File: src/rtl/regbank_wr_arbiter.sv
// Round-robin write arbiter driving the en/d pins of a register bank.
// One winner per cycle; the granted requester is masked for the following
// arbitration so a held req is treated as a fresh request one cycle later.
module regbank_wr_arbiter #(
    parameter int NREQ  = 4,
    parameter int DEPTH = 8,
    parameter int AW    = 3,
    parameter int WIDTH = 8
) (
    input  logic                  clk,
    input  logic                  rst,
    input  logic                  hold,
    input  logic [NREQ-1:0]       req,
    input  logic [NREQ*AW-1:0]    req_addr,
    input  logic [NREQ*WIDTH-1:0] req_data,
    output logic [NREQ-1:0]       gnt,
    output logic [DEPTH-1:0]      reg_en,
    output logic [WIDTH-1:0]      reg_d,
    output logic                  err,
    output logic [7:0]            wr_count
);

    localparam int PW = (NREQ > 1) ? $clog2(NREQ) : 1;

    logic [NREQ-1:0]  gnt_q, gnt_d;
    logic [DEPTH-1:0] reg_en_q, reg_en_d;
    logic [WIDTH-1:0] reg_d_q, reg_d_d;
    logic             err_q, err_d;
    logic [7:0]       wr_count_q, wr_count_d;
    logic [PW-1:0]    ptr_q, ptr_d;

    logic [NREQ-1:0]  elig;
    logic             win_vld;
    logic [PW-1:0]    win;
    logic [AW-1:0]    win_addr;
    logic [WIDTH-1:0] win_data;
    logic             in_range;

    // Rotating priority search starting at ptr over the eligible requesters
    always_comb begin
        int idx;
        idx     = 0;
        elig    = req & ~gnt_q & {NREQ{~hold}};
        win_vld = 1'b0;
        win     = '0;
        for (int k = 0; k < NREQ; k++) begin
            idx = int'(ptr_q) + k;
            if (idx >= NREQ) idx = idx - NREQ;
            if (!win_vld && elig[PW'(idx)]) begin
                win_vld = 1'b1;
                win     = PW'(idx);
            end
        end
    end

    // Select the winner's address and data with constant part-selects
    always_comb begin
        win_addr = '0;
        win_data = '0;
        for (int i = 0; i < NREQ; i++) begin
            if (win == PW'(i)) begin
                win_addr = req_addr[i*AW +: AW];
                win_data = req_data[i*WIDTH +: WIDTH];
            end
        end
    end

    // Next-state for grant, bank write port, error pulse, counter and pointer
    always_comb begin
        in_range   = int'(win_addr) < DEPTH;
        gnt_d      = '0;
        reg_en_d   = '0;
        reg_d_d    = reg_d_q;
        err_d      = 1'b0;
        wr_count_d = wr_count_q;
        ptr_d      = ptr_q;
        if (win_vld) begin
            gnt_d   = {{(NREQ-1){1'b0}}, 1'b1} << win;
            reg_d_d = win_data;
            ptr_d   = (win == PW'(NREQ-1)) ? '0 : win + PW'(1);
            if (in_range) begin
                reg_en_d = {{(DEPTH-1){1'b0}}, 1'b1} << win_addr;
                if (wr_count_q != 8'hFF) wr_count_d = wr_count_q + 8'd1;
            end else begin
                err_d = 1'b1;
            end
        end
    end

    // State registers; reset clears every output including the data register
    always_ff @(posedge clk) begin
        if (rst) begin
            gnt_q      <= '0;
            reg_en_q   <= '0;
            reg_d_q    <= '0;
            err_q      <= 1'b0;
            wr_count_q <= '0;
            ptr_q      <= '0;
        end else begin
            gnt_q      <= gnt_d;
            reg_en_q   <= reg_en_d;
            reg_d_q    <= reg_d_d;
            err_q      <= err_d;
            wr_count_q <= wr_count_d;
            ptr_q      <= ptr_d;
        end
    end

    assign gnt      = gnt_q;
    assign reg_en   = reg_en_q;
    assign reg_d    = reg_d_q;
    assign err      = err_q;
    assign wr_count = wr_count_q;

endmodule

File: config.mk
export PLATFORM = sky130hd
export DESIGN_NAME = regbank_wr_arbiter
export DESIGN_NICKNAME = d
export VERILOG_FILES = /design/src/rtl/regbank_wr_arbiter.sv
export SDC_FILE = /design/constraint.sdc
export NUM_CORES = 1
export LEC_CHECK = 0
export CAP_MARGIN = 10
export CORE_MARGIN = 2
export CORE_UTILIZATION = 45
export DETAILED_ROUTE_END_ITERATION = 8
export GPL_TIMING_DRIVEN = 0
export HOLD_SLACK_MARGIN = 0.08
export PLACE_DENSITY = 0.86
export SLEW_MARGIN = 30
export SYNTH_ARGS = -nofsm -noshare
export SYNTH_HDL_FRONTEND = slang
export SYNTH_SLANG_ARGS = --single-unit
File: constraint.sdc
create_clock -name clk -period 5.5 [get_ports clk]
set_input_delay 1.1 -clock clk [delete_from_list [all_inputs] [get_ports clk]]
set_output_delay 1.1 -clock clk [all_outputs]
set_load 0.01 [all_outputs]
## Word-level counts from Yosys, hierarchy flattened

Index checks and enable logic that the tools add are counted.
Widths: inputs -> output; s select.

- Register bits after elaboration: 30
- Input port bits: 51
- Output and inout port bits: 29
- Word-level logic and storage cells: 75

- Add/sub/neg operators: 9
- $lt $le $gt $ge: 8
- Equal/unequal tests: 4
- Shift-type cells: 2
- Multiplexer cells: 33
- Bitwise logic cells: 5
- Reduce and logical (&&, ||, !) cells: 9

Operators by type and width:

| operator | count |
|---|---|
| $mux 8 | 4 |
| $mux 2 | 9 |
| $lt 2x4->1 const B | 4 |
| $mux 1 | 12 |
| $mux 3 | 4 |
| $ge 3x3->1 const B | 3 |
| $add 8x1->8 const B | 1 |
| $and 4x4->4 | 2 |
| $bmux 1 s2 | 4 |
| $ne 8x8->1 const B | 1 |
| $shl 1x3->8 const A | 1 |
| $sub 2x1->2 const B | 4 |
| $add 2x2->3 const B | 2 |
| $eq 2x2->1 const B | 2 |
| $not 4->4 | 1 |
| $shl 1x2->4 const A | 1 |
| $add 2x1->3 const B | 1 |
| $ge 2x3->1 const B | 1 |
| $logic_and 1x1->1 | 3 |
| $logic_not 1->1 | 3 |
| $add 2x1->2 const B | 1 |
| $eq 2x1->1 const B | 1 |
| $logic_not 2->1 | 1 |
| $not 1->1 | 2 |
| other kinds (2) | 2 |

## Depth between registers and ports, before layout

Gate-level depths: netlist (run 1).

- Word-level depth: 22
- Depth in mapped cells: 11
- Depth with buffers taken out: 9

## Least setup slack after synthesis (run 1)

No wires, ideal clock.

- Path type: input-to-reg
- Start point: input port req[0]
- End point: register reg_en_q[3] (netlist: reg_en[3])
- Library setup time: 0.067 ns
- Arrival time: 3.194 ns
- Required time: 5.433 ns
- Path slack: 2.239 ns
- Cell stages on the path: 11
- Buffers on the path: 3
- Cells stage by stage: and2b_1 o41ai_2 buf_4 buf_6 or2_2 ha_1 clkbuf_1 a21oi_1 a221o_1 o22a_1 nor2_1

- Cells in the longest elaborated chain, start to end: 21
- Elaborated cells between the ends (all ways): 39
- Classes of those cells: eq/ne (3); shift (1); mux (24); bitwise (3); reduce/logical (8)

RTL lines:

| item | line | RTL |
|---|---|---|
| start: declaration | 13 | `input logic [NREQ-1:0] req,` |
| $and 4x4->4 * (2 in series) | 43 | `elig = req & ~gnt_q & {NREQ{~hold}};` |
| $bmux 1 s2 | 49 | `if (!win_vld && elig[PW'(idx)]) begin` |
| $mux 1 (implied by the code) (2 in series) | 49 |  |
| $mux 1 | 49 |  |
| $logic_not 1->1 | 49 |  |
| $logic_and 1x1->1 | 49 |  |
| $mux 1 | 49 |  |
| $logic_not 1->1 | 49 |  |
| $logic_and 1x1->1 | 49 |  |
| $mux 1 | 49 |  |
| $logic_not 1->1 | 49 |  |
| $logic_and 1x1->1 | 49 |  |
| $mux 2 | 49 |  |
| $logic_not 2->1 | 61 | `if (win == PW'(i)) begin` |
| $mux 3 (4 in series) | 61 |  |
| $shl 1x3->8 | 82 | `reg_en_d = {{(DEPTH-1){1'b0}}, 1'b1} << win_addr;` |
| end signal: assignment | 101 | `reg_en_q <= reg_en_d;` |
| end: declaration | 26 | `logic [DEPTH-1:0] reg_en_q, reg_en_d;` |

Every way passes the cells marked *; elsewhere a longest branch is shown, timed or not. The select of a mux whose other input is x is not followed.
A chain may end at the register's enable or synchronous reset.

## Worst setup path in the final report (run 1)

- Start point: input port req[0]
- End point: register reg_en_q[2] (netlist: reg_en[2])

The elaborated chain is that of the path after synthesis.

==> key figures, run 1 <==
Outcome
  • Result of the run: completed

CTS
  • Clock edge transition at the registers on the reported setup and hold paths: 0.07 ns
  • Post-cts hold buffer count: 0
  • Number of buffers inserted by post-CTS setup repair: 0
  • Clk_lat worst skew: around 0.28 ns
  • Deepest clock path buffer count: 2
  • Buffer type at the clock tree root: sky130_fd_sc_hd__clkbuf_8
  • # H-tree levels: 2
  • Cts bufs inserted: 5
  • CTS tree: yes
  • Post-CTS resize count: 0
  • Clock tree sinks: 30

Timing
  • Max-slew violations: 0
  • Maximum clock frequency: about 0.26 GHz
  • Tightest hold margin: around 0.52 ns
  • Transition time of the tightest slew-check pin: around 0.58 ns
  • Worst-case clock skew: 0.00723 ns
  • Slew headroom: 61.2%
  • Number of failing hold endpoints at the final stage: 0
  • Post-route fraction of the period consumed by the critical path: 68.6%
  • Post-route setup TNS: 0 ns
  • Worst setup margin: 1.73 ns
  • Min cycle time layout: 3.77 ns
  • Final setup vio count: 0
  • Setup repair after global routing missed its margin: no

Synth
  • Number of standard cells after synthesis: 209
  • Sequential area share after synthesis: 34.1%
  • Flip-flop cell with the highest count after synthesis: sky130_fd_sc_hd__dfxtp_1
  • XOR/XNOR share of the synthesized area: 0%
  • Simple-gate portion of the synthesized area: a little over a quarter
  • Synth top area share: 34.1%
  • Biggest area consumer among synthesized cells: sky130_fd_sc_hd__dfxtp_1
  • Post-Syn Nets: approximately 270
  • Synthesis-stage register bit count: 30
  • EDFF count, synth: 0
  • Library cell with the highest instance count after synthesis: sky130_fd_sc_hd__dfxtp_1
  • Proportion of synthesized flip-flops having asynchronous set or reset: 0%
  • Share of synthesized area spent on multiplexers: 0.568%
  • Largest family of logic cells by synthesized area: compound AO/OA/AOI/OAI gates
  • Synth warn: 0
  • Area share of fa/ha/maj cells after synthesis: 3.55%
  • Most frequent cells after synthesis: 30 x sky130_fd_sc_hd__dfxtp_1, 20 x sky130_fd_sc_hd__a21oi_1, 19 x sky130_fd_sc_hd__nor2_1
  • Mean Syn Cell Area: 8.44 µm²
  • Area fraction in compound gates after synthesis: 27.7%
  • Number of library cell types mapped by synthesis: 51
  • Leading post-synthesis cells by cell area: sky130_fd_sc_hd__dfxtp_1 34%, sky130_fd_sc_hd__a21oi_1 5.7%, sky130_fd_sc_hd__nand3b_1 4.7%, sky130_fd_sc_hd__nor2_1 4.0%, sky130_fd_sc_hd__a211oi_1 3.8%
  • Cell area after technology mapping: 0.00176 mm²

Final layout
  • Post-Layout Inst Area: 0.00270 mm²
  • Fraction of layout instances using a drive strength above 1: between 8 and 9%
  • Number of nets in the finished design: 350
  • Post-route non-filler standard cell count: 343
  • Number of fill cells: 290
  • Area added between synthesis and finish: 53.1%
  • Number of antenna cells inserted: 0
  • Fin util: between 70% and 80%

Setup path
  • Largest driver fanout on the critical path: 10
  • WP data arrival: 3.98 ns
  • Reg2Reg Launch Point: gnt[0]
  • CP required: 5.71 ns
  • Startpoint type of the worst setup path: input pin
  • Category of the critical setup timing path: in2reg
  • CP startpoint: req[0]
  • CP Capture Type: flip-flop

Power and ir drop
  • Register share of total power: between 30% and 40%
  • Maximum vdd drop: 179 µV
  • Switching power summed over all nets: 0.180 mW
  • Overall power consumption: 0.613 mW
  • Comb power frac: 31.0%
  • Static Leakage: between 0.9 and 1 nW
  • Switch share: just under 30%
  • Total power divided by cell area: 227 mW/mm²
  • Clock power share: 29.9%
  • Internal power summed over all cells: 0.433 mW

Die
  • Floorplan die area: 0.00443 mm²
  • Core Rows: 22
  • Height of the chip: roughly 67 µm
  • Horiz. Die Dim: roughly 67 µm
  • Standard cell core area: 0.00372 mm²
  • Boundary pin count: 80
  • Initial Utilization: 47.4%

Detailed routing
  • Ratio of routed vias to standard cells: between 5 and 6
  • Number of vias after detailed routing: 1919
  • Routed length on met1: 2160 µm
  • Starting DRT DRC Count: 59
  • Detailed-route wire length: 4900 µm
  • Antenna-violating nets left: 0
  • DRC: 0
  • Average wire per cell in the routed design: 14.3 µm
  • Total iterations of the first detailed-routing run: 4
  • Routed met3 length: 335 µm
  • Uppermost layer routed: met4
  • Total met2 wirelength after detailed routing: 2320 µm

Min path
  • Min-delay worst type: reg2reg
  • Start point of the worst hold path: reg_d[6]

Placement
  • Port bufs: 78
  • Worst setup slack before clock tree synthesis: 1.46 ns
  • Area of placed instances: 0.00260 mm²
  • GP Congestion: 0.832
  • HPWL after DPL: 3650 µm
  • Count of placed standard cells including taps: 335

Job
  • Max-cap violations: 0

Global route
  • Global-route wire length before repair: 8080 µm
  • Via count of the first global-routing pass: 1835
  • Initial antenna violation count: 0
  • All-Layer GR Usage: 23.5%
  • Largest net degree at the start of global routing: 11
  • GRT overflow: 0
==> cell families after synthesis <==
family | Yosys count
AOI/OAI and AO/OA | 69
DFF | 30
and+or+nand+nor | 74
muxes | 1
other | 1
adders and majority gates | 5
buffers and inverters | 29
==> cells in the final DEF, fill, tap and decap left out, types with 2 or more instances in the layout <==
| master | instances |
|---|---|
| sky130_fd_sc_hd__clkdlybuf4s50_1 | 78 |
| sky130_fd_sc_hd__dfxtp_1 | 30 |
| sky130_fd_sc_hd__a21oi_1 | 20 |
| sky130_fd_sc_hd__nor2_1 | 19 |
| sky130_fd_sc_hd__inv_1 | 14 |
| sky130_fd_sc_hd__nand3b_1 | 11 |
| sky130_fd_sc_hd__o21ai_0 | 10 |
| sky130_fd_sc_hd__clkbuf_1 | 10 |
| sky130_fd_sc_hd__a211oi_1 | 9 |
| sky130_fd_sc_hd__a221oi_1 | 7 |
| sky130_fd_sc_hd__nand2_1 | 6 |
| sky130_fd_sc_hd__nor3_2 | 6 |
| sky130_fd_sc_hd__clkbuf_8 | 6 |
| sky130_fd_sc_hd__and2b_1 | 5 |
| sky130_fd_sc_hd__ha_1 | 5 |
| sky130_fd_sc_hd__or4_1 | 3 |
| sky130_fd_sc_hd__o211ai_1 | 3 |
| sky130_fd_sc_hd__or3_1 | 3 |
| sky130_fd_sc_hd__buf_4 | 2 |
| sky130_fd_sc_hd__buf_6 | 2 |
| sky130_fd_sc_hd__nand2b_1 | 2 |
| sky130_fd_sc_hd__or3b_1 | 2 |
| sky130_fd_sc_hd__nor3b_1 | 2 |
| sky130_fd_sc_hd__a21o_1 | 2 |
| sky130_fd_sc_hd__a211oi_2 | 2 |
| sky130_fd_sc_hd__and2_1 | 2 |
| sky130_fd_sc_hd__nor4_1 | 2 |
| sky130_fd_sc_hd__o22a_1 | 2 |
| sky130_fd_sc_hd__nand4_1 | 2 |
| sky130_fd_sc_hd__o31ai_1 | 2 |
| sky130_fd_sc_hd__o21a_1 | 2 |
==> power by group through the flow <==
stage	sequential (mW)	clock, mW	combinational, mW
global route	0.242	0.195	0.208
detailed placement	0.245	0	0.187
CTS	0.240	0.186	0.189
global placement	0.245	0	0.184
finish	0.240	0.183	0.190
floorplan	0.249	0	0.101
==> per-layer routing <==
layer,track usage [%],up-vias
met3,5.57,10
met5,0,-
met1,28.6,886
li1,-,948
met4,8.42,0
met2,40.3,75
==> state kept, by name, indices dropped and copies added, names as in the netlist <==
name      flops
gnt           4
ptr_q         2
reg_en        8
wr_count      8
reg_d         8
==> worst paths after layout <==
path / to / slack [ns] / cells after the start
setup / recovery: reg_en[2] / 1.73 / 12
hold / removal: reg_d[6] / 0.52 / 2
setup reg to reg: reg_en[2] / 2.61 / 11
hold reg to reg: reg_d[6] / 0.52 / 2
==> critical path, cell delays in order <==
cell and delay [ns]:
sky130_fd_sc_hd__clkdlybuf4s50_1 0.42, sky130_fd_sc_hd__and2b_1 0.21, sky130_fd_sc_hd__o41ai_2 0.40, sky130_fd_sc_hd__buf_4 0.23
sky130_fd_sc_hd__buf_6 0.15, sky130_fd_sc_hd__or2_2 0.13, sky130_fd_sc_hd__ha_1 0.21, sky130_fd_sc_hd__clkbuf_1 0.36
sky130_fd_sc_hd__a21oi_1 0.08, sky130_fd_sc_hd__a221o_1 0.39, sky130_fd_sc_hd__o22a_1 0.20, sky130_fd_sc_hd__nor2_1 0.10
==> layout make-up <==
type                       instances  area [µm²]  share of cell area (%)
clock buffer                       6        82.6                    3.06
timing repair buffer              78         781                    28.9
buffer                            15        80.1                    2.97
clock inverter                     2        12.5                   0.464
multi-input combinational        150        1030                    38.2
sequential                        30         601                    22.3
tap                               48        60.1                    2.23
inverter                          14        52.6                    1.95
Power figures use the tool's default switching activity.
==> run 2: changes to the inputs <==
--- a/config.mk
+++ b/config.mk
@@ -7,11 +7,11 @@
 export LEC_CHECK = 0
 export CAP_MARGIN = 10
 export CORE_MARGIN = 2
-export CORE_UTILIZATION = 45
+export CORE_UTILIZATION = 38
 export DETAILED_ROUTE_END_ITERATION = 8
 export GPL_TIMING_DRIVEN = 0
 export HOLD_SLACK_MARGIN = 0.08
-export PLACE_DENSITY = 0.86
+export PLACE_DENSITY = 0.77
 export SLEW_MARGIN = 30
 export SYNTH_ARGS = -nofsm -noshare
 export SYNTH_HDL_FRONTEND = slang
==> constraint.sdc (replaced) <==
create_clock -name clk -period 3.34 [get_ports clk]
set_input_delay 0.668 -clock clk [delete_from_list [all_inputs] [get_ports clk]]
set_output_delay 0.668 -clock clk [all_outputs]
set_load 0.01 [all_outputs]
==> run 2 against run 1 <==
Compared with the run above: clock-buffer cell count up 1; global-route usage is 4.4 points lower; via count fell by 3.1%; critical path type unchanged; highest routed layer unchanged.
==> key figures, run 2 (same netlist as run 1, synthesis figures left out) <==
Setup path
  • Cell type with the highest occurrence count on the critical path: sky130_fd_sc_hd__buf_6
  • Largest driver fanout on the critical path: 10
  • WP data arrival: about 3.4 ns
  • CP startpoint: req[1]
  • Cell with the largest stage delay on the worst path: sky130_fd_sc_hd__clkdlybuf4s50_1
  • Total number of cells along the worst setup path: 12
  • Peak per-stage delay on the critical path: 0.43 ns
  • Startpoint type of the worst setup path: input pin
  • CP Capture Type: flip-flop
  • Reg2Reg Launch Point: gnt[1]
  • Cell chain of the critical path: clkdlybuf4s50_1, and2b_1, o41ai_4, buf_6, buf_6, or2_2, ha_1, clkbuf_4, a21oi_1, a221o_1, o22a_1, nor2_1
  • RR Endpoint: reg_en[2]
  • Count of buffering cells on the critical path with inverters included: 4
  • Setup crit end: reg_en[2]
  • Category of the critical setup timing path: in2reg
  • Family with the most delay on the worst path: compound AO/OA/AOI/OAI gates
  • CP required: between 3 and 4 ns
  • Worst reg2reg path depth: 11
  • Register-to-register setup slack: 0.58 ns

CTS
  • Clock edge transition at the registers on the reported setup and hold paths: around 0.060 ns
  • Deepest clock path buffer count: 2
  • Cts bufs inserted: 5
  • Clock tree sinks: 30
  • Clk_lat worst skew: 0.27 ns
  • Buffer type at the clock tree root: sky130_fd_sc_hd__clkbuf_8
  • CTS tree: yes
  • # H-tree levels: 2

Global route
  • GRT overflow: 0
  • Layer carrying the most global-route usage: met2
  • Global routing usage on met3: 4.86%
  • Largest net degree at the start of global routing: 11
  • Global-route wire length before repair: 7870 µm
  • Global-route track usage on met2: 32.7%
  • Met1 routing resource usage after global routing: about a quarter
  • All-Layer GR Usage: 19.1%
  • Via count of the first global-routing pass: 1740
  • Initial antenna violation count: 0

Detailed routing
  • Antenna-violating nets left: 0
  • Starting DRT DRC Count: 75
  • Detailed-route wire length: 4980 µm
  • Ratio of routed vias to standard cells: approximately 5.3
  • Number of vias after detailed routing: 1860
  • Average wire per cell in the routed design: 14.2 µm
  • DRC: 0
  • Total iterations of the first detailed-routing run: 4

Power and ir drop
  • Internal power summed over all cells: a little over 0.7 mW
  • Clock power share: 29.0%
  • Static Leakage: 1.03 nW
  • Comb power frac: 32.0%
  • Total power divided by cell area: 367 mW/mm²
  • Switch share: 28.7%
  • Maximum vdd drop: 194 µV
  • Switching power summed over all nets: ~0.3 mW
  • Register share of total power: ~39%

Final layout
  • Fin util: 62.7%
  • Post-Layout Inst Area: 0.00277 mm²
  • Number of antenna cells inserted: 0
  • Number of nets in the finished design: approximately 350
  • Highest-count cells in the layout ignoring fill and taps: 78 x sky130_fd_sc_hd__clkdlybuf4s50_1, 30 x sky130_fd_sc_hd__dfxtp_1, 20 x sky130_fd_sc_hd__a21oi_1
  • Most common library cell in the layout ignoring fill and taps: sky130_fd_sc_hd__clkdlybuf4s50_1
  • Area added between synthesis and finish: 57.0%
  • Fraction of layout instances using a drive strength above 1: 11.7%
  • Number of fill cells: 385

Outcome
  • Result of the run: completed

Timing
  • Maximum clock frequency: 0.313 GHz
  • Min cycle time layout: 3.20 ns
  • Tightest hold margin: 0.497 ns
  • Max-slew violations: 0
  • Post-route setup TNS: 0 ns
  • Number of failing hold endpoints at the final stage: 0
  • Worst setup margin: ~0.14 ns
  • Post-route fraction of the period consumed by the critical path: 95.8%
  • Slew headroom: 62.6%
  • Final setup vio count: 0
  • Transition time of the tightest slew-check pin: 0.561 ns
  • Worst-case clock skew: 0.00252 ns

Placement
  • Worst setup slack before clock tree synthesis: -0.325 ns
  • Port bufs: around 80
  • Area of placed instances: 0.00261 mm²
  • GP Congestion: 0.823
  • HPWL after DPL: ~3800 µm

Die
  • Boundary pin count: 80
  • Initial Utilization: 39.9%
  • Horiz. Die Dim: slightly above 70 µm
  • Standard cell core area: 0.00441 mm²
  • Core Rows: 24
  • Height of the chip: 72.1 µm
  • Floorplan die area: ~0.0052 mm²

Min path
  • Min-delay worst type: reg2reg

Job
  • Max-cap violations: 0
[run 2: worst min-delay path by stage]
stage | start | to | slack (ns) | depth (start not counted)
floorplan | ptr_q[1] | ptr_q[1] | 0.49 | 2
global placement | reg_d[6] | reg_d[6] | 0.49 | 2
detailed placement | reg_d[0] | reg_d[0] | 0.49 | 2
CTS | reg_d[0] | reg_d[0] | 0.51 | 2
global route | reg_d[6] | reg_d[6] | 0.53 | 2
finish | reg_d[0] | reg_d[0] | 0.50 | 2
[run 2: metal layers]
metal | wire [µm] | up-vias | part of all wire, %
met1 | 2170 | 838 | 44
met3 | 306 | 4 | 6.1
met2 | 2460 | 64 | 49
met4 | 44 | 0 | 0.88
li1 | - | 954 | -
met5 | 0 | - | 0
[run 2: tightest hold or removal path: cells and delay by family, from the launching register on]
family           cells  cell delay [ns]
flip-flops           1             0.32
AND/OR/NAND/NOR      2             0.13
[run 2: what timing repair did]
item                       CTS  global route
pin swaps                    0             2
setup buffers                0             4
hold buffers                 0             0
resized for setup            3            13
gates cloned                 0             0
setup endpoints to repair    8            15
[run 2: final cells by class]
type                    instances  area, µm²  area share, %
multi-input cells             150       1050           38.1
repair buffers                 82        811           29.3
flip-flops and latches         30        601           21.7
plain buffers                  15       92.6           3.35
clock buffers                   7       86.3           3.12
well taps                      52       65.1           2.35
inverters                      14       52.6           1.90
clock inverters                 1       5.00          0.181
[run 2: stage by stage]
step                std cells  power [mW]
finish                    351        1.02
global route              351        1.07
CTS                       347        1.01
detailed placement        339       0.712
global placement          339       0.707
floorplan                 209       0.575
[run 2: power by group through the flow]
stage	combinational, mW	sequential, mW	clock (mW)
6_report	0.325	0.396	0.295
5_1_grt	0.359	0.398	0.314
4_1_cts	0.312	0.396	0.299
3_5_place_dp	0.309	0.403	0
3_3_place_gp	0.303	0.403	0
2_1_floorplan	0.166	0.410	0
